File: src/rtl/id_hash_chain_verify.sv
// Board-ID authenticator: chains P_ROUNDS hash passes over the board ID
// through an external (shareable) hash engine. It then compares the final
// digest with the expected code and tracks fail count, timeout and lockout.
//
// state   | meaning
// --------+------------------------------------------------------------
// ST_IDLE | waiting for an ID strobe
// ST_REQ  | hash request pulse on o_hash_vld for the current round
// ST_WAIT | waiting for the hash response, timeout timer running
// ST_CMP  | final digest held, waiting for the expected code, then compare
// ST_PASS | sticky pass verdict, held until i_clear
// ST_FAIL | sticky fail verdict, held until i_clear or escalated to lock
// ST_LOCK | permanent lockout, only i_rst leaves
module id_hash_chain_verify #(
    parameter int P_ID_W     = 16,
    parameter int P_DIG_W    = 256,
    parameter int P_ROUNDS   = 2,
    parameter int P_TIMEOUT  = 1024,
    parameter int P_MAX_FAIL = 3
) (
    input  logic               i_clk,
    input  logic               i_rst,
    input  logic [P_ID_W-1:0]  i_board_card,
    input  logic               i_board_card_vld,
    input  logic [P_DIG_W-1:0] i_udp_code_data,
    input  logic               i_udp_code_vld,
    input  logic               i_clear,
    output logic [P_DIG_W-1:0] o_hash_data,
    output logic               o_hash_vld,
    input  logic [P_DIG_W-1:0] i_hash_data,
    input  logic               i_hash_vld,
    output logic               o_busy,
    output logic [3:0]         o_round,
    output logic               o_verify_ok,
    output logic               o_verify_fail,
    output logic               o_timeout,
    output logic [3:0]         o_fail_cnt,
    output logic               o_locked
);

    localparam int         TMR_W    = $clog2(P_TIMEOUT);
    localparam logic [3:0] LAST_RND = 4'(P_ROUNDS - 1);
    localparam logic [3:0] MAX_FAIL = 4'(P_MAX_FAIL);
    localparam logic [TMR_W-1:0] TMR_LAST = TMR_W'(P_TIMEOUT - 1);

    typedef enum logic [2:0] {
        ST_IDLE, ST_REQ, ST_WAIT, ST_CMP, ST_PASS, ST_FAIL, ST_LOCK
    } state_t;

    state_t             state_q;
    logic [P_DIG_W-1:0] hash_data_q;
    logic               hash_vld_q;
    logic [P_DIG_W-1:0] digest_q;
    logic [P_DIG_W-1:0] exp_q;
    logic               exp_vld_q;
    logic [3:0]         round_q;
    logic [TMR_W-1:0]   timer_q;
    logic               busy_q;
    logic               ok_q;
    logic               fail_q;
    logic               tmo_q;
    logic [3:0]         fail_cnt_q;
    logic               locked_q;

    logic [3:0]         fail_cnt_d;
    logic               lock_due;

    // Saturating increment; a FAIL that has hit the limit must reach LOCK
    // even if i_clear arrives in that same cycle.
    assign fail_cnt_d = (fail_cnt_q == 4'hF) ? fail_cnt_q : fail_cnt_q + 4'd1;
    assign lock_due   = (state_q == ST_FAIL) && (fail_cnt_q >= MAX_FAIL);

    // Attempt sequencer with registered outputs and expected-code capture.
    always_ff @(posedge i_clk) begin
        if (i_rst) begin
            state_q     <= ST_IDLE;
            hash_data_q <= '0;
            hash_vld_q  <= 1'b0;
            digest_q    <= '0;
            exp_q       <= '0;
            exp_vld_q   <= 1'b0;
            round_q     <= '0;
            timer_q     <= '0;
            busy_q      <= 1'b0;
            ok_q        <= 1'b0;
            fail_q      <= 1'b0;
            tmo_q       <= 1'b0;
            fail_cnt_q  <= '0;
            locked_q    <= 1'b0;
        end else begin
            hash_vld_q <= 1'b0;
            if (i_clear && (state_q != ST_LOCK) && !lock_due) begin
                state_q   <= ST_IDLE;
                busy_q    <= 1'b0;
                ok_q      <= 1'b0;
                fail_q    <= 1'b0;
                tmo_q     <= 1'b0;
                exp_vld_q <= 1'b0;
                round_q   <= '0;
                timer_q   <= '0;
            end else begin
                case (state_q)
                    ST_IDLE: begin
                        if (i_board_card_vld) begin
                            hash_data_q <= P_DIG_W'(i_board_card);
                            hash_vld_q  <= 1'b1;
                            round_q     <= '0;
                            ok_q        <= 1'b0;
                            fail_q      <= 1'b0;
                            tmo_q       <= 1'b0;
                            busy_q      <= 1'b1;
                            state_q     <= ST_REQ;
                        end
                    end
                    ST_REQ: begin
                        timer_q <= '0;
                        state_q <= ST_WAIT;
                    end
                    ST_WAIT: begin
                        if (i_hash_vld) begin
                            digest_q <= i_hash_data;
                            if (round_q == LAST_RND) begin
                                state_q <= ST_CMP;
                            end else begin
                                round_q     <= round_q + 4'd1;
                                hash_data_q <= i_hash_data;
                                hash_vld_q  <= 1'b1;
                                state_q     <= ST_REQ;
                            end
                        end else if (timer_q == TMR_LAST) begin
                            tmo_q      <= 1'b1;
                            fail_q     <= 1'b1;
                            fail_cnt_q <= fail_cnt_d;
                            busy_q     <= 1'b0;
                            state_q    <= ST_FAIL;
                        end else begin
                            timer_q <= timer_q + TMR_W'(1);
                        end
                    end
                    ST_CMP: begin
                        if (exp_vld_q) begin
                            busy_q <= 1'b0;
                            if (digest_q == exp_q) begin
                                ok_q       <= 1'b1;
                                fail_cnt_q <= '0;
                                state_q    <= ST_PASS;
                            end else begin
                                fail_q     <= 1'b1;
                                fail_cnt_q <= fail_cnt_d;
                                state_q    <= ST_FAIL;
                            end
                        end
                    end
                    ST_FAIL: begin
                        if (lock_due) begin
                            locked_q <= 1'b1;
                            state_q  <= ST_LOCK;
                        end
                    end
                    ST_PASS, ST_LOCK: begin
                    end
                    default: state_q <= ST_IDLE;
                endcase
            end
            if (i_udp_code_vld) begin
                exp_q     <= i_udp_code_data;
                exp_vld_q <= 1'b1;
            end
        end
    end

    assign o_hash_data   = hash_data_q;
    assign o_hash_vld    = hash_vld_q;
    assign o_busy        = busy_q;
    assign o_round       = round_q;
    assign o_verify_ok   = ok_q;
    assign o_verify_fail = fail_q;
    assign o_timeout     = tmo_q;
    assign o_fail_cnt    = fail_cnt_q;
    assign o_locked      = locked_q;

endmodule

File: config.mk
export PLATFORM = sky130hd
export DESIGN_NAME = id_hash_chain_verify
export DESIGN_NICKNAME = d
export VERILOG_FILES = /design/src/rtl/id_hash_chain_verify.sv
export SDC_FILE = /design/constraint.sdc
export NUM_CORES = 2
export LEC_CHECK = 0
export ABC_AREA = 1
export BUFFER_PORTS_ARGS = -buffer_cell sky130_fd_sc_hd__buf_2
export CELL_PAD_IN_SITES_DETAIL_PLACEMENT = 2
export CELL_PAD_IN_SITES_GLOBAL_PLACEMENT = 2
export CORE_ASPECT_RATIO = 0.9
export CORE_MARGIN = 5
export CORE_UTILIZATION = 32
export CTS_BUF_LIST = sky130_fd_sc_hd__clkbuf_8 sky130_fd_sc_hd__clkbuf_16
export DETAILED_ROUTE_END_ITERATION = 10
export PLACE_DENSITY_LB_ADDON = 0.2
export SLEW_MARGIN = 30
export SYNTH_ARGS = -nofsm -noshare
export SYNTH_HDL_FRONTEND = slang
export SYNTH_SLANG_ARGS = --single-unit
export TNS_END_PERCENT = 20
File: constraint.sdc
create_clock -name i_clk -period 5.7 [get_ports i_clk]
set_clock_uncertainty 0.2 [all_clocks]
set_input_delay 0.285 -clock i_clk [delete_from_list [all_inputs] [get_ports i_clk]]
set_output_delay 0.285 -clock i_clk [all_outputs]
set_load 0.02 [all_outputs]
# [Word-level counts from Yosys, hierarchy flattened]
# Index checks and enable logic that the tools add are counted.
[totals] ff_bits=796 latch_bits=0 ram_bits=0 mem_bits_ro=0 word_cells=112 memories=0
[classes] n_addsub=3 n_mul=0 div=0 n_lt_le_gt_ge=1 eq_ne=22 shifts=0 n_mux=46 bitwise_logic=2 n_reduce_logical=24
[ops] operator="2-to-1 mux 256 bit" n=3
[ops] operator="one-hot mux 256 bit (2 select lines)" n=1
[ops] operator="== test 256 bit" n=1
[ops] operator="2-to-1 mux 4 bit" n=8
[ops] operator="2-to-1 mux 10 bit" n=2
[ops] operator="inequality test 2 bit, second input constant" n=10
[ops] operator="one-hot mux 10 bit (2 select lines)" n=1
[ops] operator="AND reduction 5 bit" n=4
[ops] operator="one-hot mux 3 bit (6 select lines)" n=1
[ops] operator="2-to-1 mux 1 bit" n=17
[ops] operator="one-hot mux 4 bit (2 select lines)" n=2
[ops] operator="2-to-1 mux 3 bit" n=5
[ops] operator="AND reduction 4 bit" n=3
[ops] operator="adder 10 x 1 -> 10 bit, second input constant" n=1
[ops] operator="== test 10 bit, second input constant" n=1
[ops] operator="nonzero test 2 bit" n=5
[ops] operator="== test 3 bit, second input constant" n=3
[ops] operator="AND reduction 3 bit" n=3
[ops] operator="adder 4 x 1 -> 4 bit, second input constant" n=2
[ops] operator="== test 3 x 2 -> 1 bit, second input constant" n=2
[ops] operator="inequality test 3 bit, second input constant" n=2
[ops] operator="one-hot mux 1 bit (2 select lines)" n=3
[ops] operator="one-hot mux 1 bit (3 select lines)" n=2
[ops] operator="AND reduction 6 bit" n=1
[ops] operator="11 further kinds" n=15

# [Longest topological paths before layout]
[depth] word_depth=6 ltp_mapped=16

# [Worst setup path after synthesis]
# OpenSTA, ideal clock, no wires.
[synth_path] path_kind="register to register" startpoint="register fail_cnt_q[0] (netlist: o_fail_cnt[0])" endpoint="register digest_q[102]" arrival_time_ns=1.942 required_ns=5.372 path_slack_ns=3.429 path_stages_with_launch=12 n_path_buf=2 synth_period_minus_slack_ns=2.271 path_cell_list="dfxtp_1 ha_1 nor2_1 nand2_1 nand3_1 nand2_1 a31oi_2 nor2_1 inv_2 buf_2 clkbuf_1 a21oi_1"
[synth_via] elab_chain_len=6
[synth_lines] element="start: declaration" line_no="62" text="logic [3:0] fail_cnt_q;"
[synth_lines] element="start signal: assignment" line_no="133" text="fail_cnt_q <= fail_cnt_d;"
[synth_lines] element="start signal: assignment" line_no="149" text="fail_cnt_q <= fail_cnt_d;"
[synth_lines] element="greater-or-equal comparator 4 x 2 -> 1 bit" line_no="71" text="assign lock_due = (state_q == ST_FAIL) && (fail_cnt_q >= MAX_FAIL);"
[synth_lines] element="logical AND 1 bit" line_no="71"
[synth_lines] element="logical NOT 1 bit" line_no="92" text="if (i_clear && (state_q != ST_LOCK) && !lock_due) begin"
[synth_lines] element="logical AND 1 bit" line_no="92"
[synth_lines] element="NOT 1 bit (no line)"
[synth_lines] element="AND reduction 3 bit (no line)"
[synth_lines] element="end signal: assignment" line_no="121" text="digest_q <= i_hash_data;"
[synth_lines] element="end: declaration" line_no="53" text="logic [P_DIG_W-1:0] digest_q;"
# Every way passes these cells.
# A chain may end at the register's enable or synchronous reset.

# [Final worst setup path]
[layout_path] startpoint="register state_q[2]" endpoint="register hash_data_q[4] (netlist: o_hash_data[4])"
[layout_via] elab_chain_len=6
[layout_lines] element="start: declaration" line_no="50" text="state_t state_q;"
[layout_lines] element="start signal: assignment" line_no="76" text="state_q <= ST_IDLE;"
[layout_lines] element="start signal: assignment" line_no="93" text="state_q <= ST_IDLE;"
[layout_lines] element="start signal: assignment" line_no="112" text="state_q <= ST_REQ;"
[layout_lines] element="== test 3 bit" line_no="71"
[layout_lines] element="logical AND 1 bit" line_no="71"
[layout_lines] element="logical NOT 1 bit" line_no="92"
[layout_lines] element="logical AND 1 bit" line_no="92"
[layout_lines] element="NOT 1 bit (no line)"
[layout_lines] element="AND reduction 5 bit (no line)"
[layout_lines] element="end signal: assignment" line_no="105" text="hash_data_q <= P_DIG_W'(i_board_card);"
[layout_lines] element="end signal: assignment" line_no="126" text="hash_data_q <= i_hash_data;"
[layout_lines] element="end: declaration" line_no="51" text="logic [P_DIG_W-1:0] hash_data_q;"
# Parallel ways exist; a longest one is shown, timed or not.

==> reports/results.ini <==
[sta]
hold_viol = 0
setup_viol = 0
fmax_mhz = 236
period_share_pct = 74.4
slew_viol_final = 0
finalCriticalPeriod_ps = 4240
setup_tns_ps = 0
slew_headroom_pct = 28.0
rsz0062_at_grt = false
tightest_slew_ps = 1080

[routing]
top_layer = met5
vias = 35900
first_pass_iters = 7
drt_iter0_drc = 2391
avgRoutedWirePerCell_um = 27.9
drc = 0
wl_met1_um = 68300
met3_length_um = 9660
vias_per_cell = 5.34
wl_um = 187000
wl_met2_um = 96600
ant_nets = 0

[setup_path]
rrSetupSlack_ps = 1460
cp.required_ps = 6100
setup.worst_path.end = o_hash_data[4]$_SDFFE_PP0P_
worstReg2RegStart = state_q[2]$_SDFFE_PP0P_
critPathMaxFanout = 96
r2r_end = o_hash_data[4]$_SDFFE_PP0P_
reg2reg_depth = 11
criticalPathCategory = reg -> reg
path_buf_inv = 4
startpoint_type = register
endpoint_kind = register
slowest_delay_ps = 740
worstPathArrival_ps = 4640
crit_family = buffers and inverters
crit_path_cell_trace = nor2_2, inv_2, nor2_4, inv_2, a21oi_1, nor2_2, nand2_8, inv_4, o21ai_0, a31oi_1, dlygate4sd3_1
cp.depth = 11
crit_slowest_cell = inv_4
crit_start = state_q[2]$_SDFFE_PP0P_

[clock_tree]
ctsResizeCount = 0
cts_buffers = 91
clkTransAtPathRegs_ps = 70
cts_sinks = 796
cts_tree = done
clkLatencyLatePin_ps = 670
htreeDepth = 3
cts_buffer_depth = 3
clockRootBuffer = clkbuf_16

[place]
post_dp_cell_area_mm2 = 0.0360
io_buffer_count = 803
gp_congestion = 0.785
dpl.hpwl_um = 90100

[synthesis]
synth_fa_ha_area_share_pct = 0.160
muxShareOfSynthArea_pct = 0
syn_area_per_cell_um2 = 7.58
postSynthCellCount = 4124
synthSimpleGateAreaFrac_pct = 20.9
yosys.area.top_type = dfxtp_1
synth_compound_area_share_pct = 17.6
synth_xor_area_share_pct = 3.95
syn_area_mm2 = 0.0313
ys_seq_area_share_pct = 51.0
ys_ff_latch = 796
syn_nets = 4662
synthTopCellsByArea = dfxtp_1, nor2_1, o21ai_0
synth.top_cell.area_share_pct = 51.0
ys.warnings.count = 0
synth_top_family_by_area = simple AND/OR/NAND/NOR gates
ys_types = 32

[min_path]
hold_path_depth = 5
min_path_type = in -> reg

[final_layout]
multiInputGateArea_mm2 = 0.0133
drive_gt1_share_pct = 18.2
final-seq-area_mm2 = 0.0159
final_cell_mix = nor2_1, buf_2, dfxtp_1
nets = 5863
design_area_mm2 = 0.0447
layout_commonest_cell = nor2_1
syn2layout_area_growth_pct = 42.9
fill_cells = 10800

[floorplanning]
start_util_pct = 32.3
fp-row-count = 108
die-area_mm2 = 0.104
die_x_um = 339
die_h_um = 306
core_area_mm2 = 0.0968
ios = 804

[grt]
grt_start_max_net_pins = 184
antenna_found_initial = 59
grt_overflow_total = 0
grt_usage_pct = 32.4
grt_pass1_wl_um = 262000
grt_pass1_vias = 40300

[pwr]
leakage_uw = 0.0208
ir_drop_mv = 0.218
power_density_mw_per_mm2 = 312
total_power_uw = 13900

[run]
drv_cap = 0

[run_status]
status = finished, final reports clean

==> synthesized netlist by cell type <==
cell type and n:
a21oi_1 181, a221oi_1 1, a22oi_1 224, a31oi_1 17, a31oi_2 1, and3_1 1, buf_1 8, buf_2 59
buf_4 24, clkbuf_1 167, clkinv_1 1, dfxtp_1 796, ha_1 4, inv_1 226, inv_2 6, nand2_1 426
nand2_2 2, nand3_1 34, nand4_1 2, nor2_1 1243, nor2_2 2, nor2_4 1, nor3_1 2, nor3_4 1
nor3b_1 1, o21a_1 4, o21ai_0 543, o21bai_1 2, o22ai_1 1, o31ai_1 1, or2_2 2, xor2_1 141
==> state kept, by name, indices dropped and copies added (netlist names) <==
name	cells
o_hash_data	256
o_verify_ok	1
digest_q	256
o_busy	1
o_fail_cnt	4
state_q	3
o_round	4
o_timeout	1
exp_q	256
o_locked	1
exp_vld_q	1
o_verify_fail	1
timer_q	10
o_hash_vld	1
==> layout make-up <==
cell class / instances / share of cell area, %
antenna: 57 / 0.319
timing repair buffer: 1366 / 21.8
inverter: 233 / 2.04
multi-input combinational: 2837 / 29.9
tap: 1265 / 3.54
clock inverter: 52 / 0.927
clock buffer: 113 / 5.85
sequential: 796 / 35.7
==> cell families (layout without fill, tap and decap cells) <==
logic type	after synthesis	count (layout)
compound gates	975	975
other cells	0	57
fa+ha+maj	4	4
simple gates	1717	1717
xor+xnor	141	141
flops	796	796
buf+inv	491	1764
==> report_power, final <==
part           internal (uW)  leakage [uW]  switching (uW)
clock                   3480       0.00158            2840
combinational            654        0.0128            1040
sequential              5760       0.00649             161
==> repair_timing <==
action | CTS | global route
hold buffers | 542 | 0
endpoints found under the hold margin | 774 | 0
setup buffers | 0 | 0
==> metal layers <==
layer / up-vias / track usage, %
met5: - / 0
met4: 14 / 18.7
met3: 611 / 6.17
met2: 1481 / 60.2
met1: 18000 / 34.4
li1: 15800 / -
==> worst min-delay path by stage <==
stage          slack, ps                         end                     from
5_1_grt               70      exp_q[35]$_SDFFE_PP0P_           i_udp_code_vld
2_1_floorplan        220  digest_q[100]$_SDFFE_PP0P_         i_hash_data[100]
4_1_cts               10  o_fail_cnt[3]$_SDFFE_PP0P_                  i_clear
3_5_place_dp         250     timer_q[9]$_SDFFE_PP0P_  timer_q[9]$_SDFFE_PP0P_
3_3_place_gp         230     timer_q[9]$_SDFFE_PP0P_  timer_q[9]$_SDFFE_PP0P_
6_report              60  o_fail_cnt[3]$_SDFFE_PP0P_                  i_clear
==> worst min-delay path, stage by stage <==
cell	delay (ps)
buf_2	90
nand2_1	90
nand4_1	220
o31ai_1	90
nor2_1	80
==> through the flow <==
step           hold WS [ps]  cells  util [%]  worst slack [ps]
2_1_floorplan           220   4124         -              3430
3_3_place_gp            234   5954      37.2              1940
3_5_place_dp            248   5954      37.2              2120
4_1_cts                13.2   6661      46.0              1570
5_1_grt                67.5   6714      46.1              1180
6_report               56.0   6719      46.2              1460
Power figures use the tool's default switching activity.
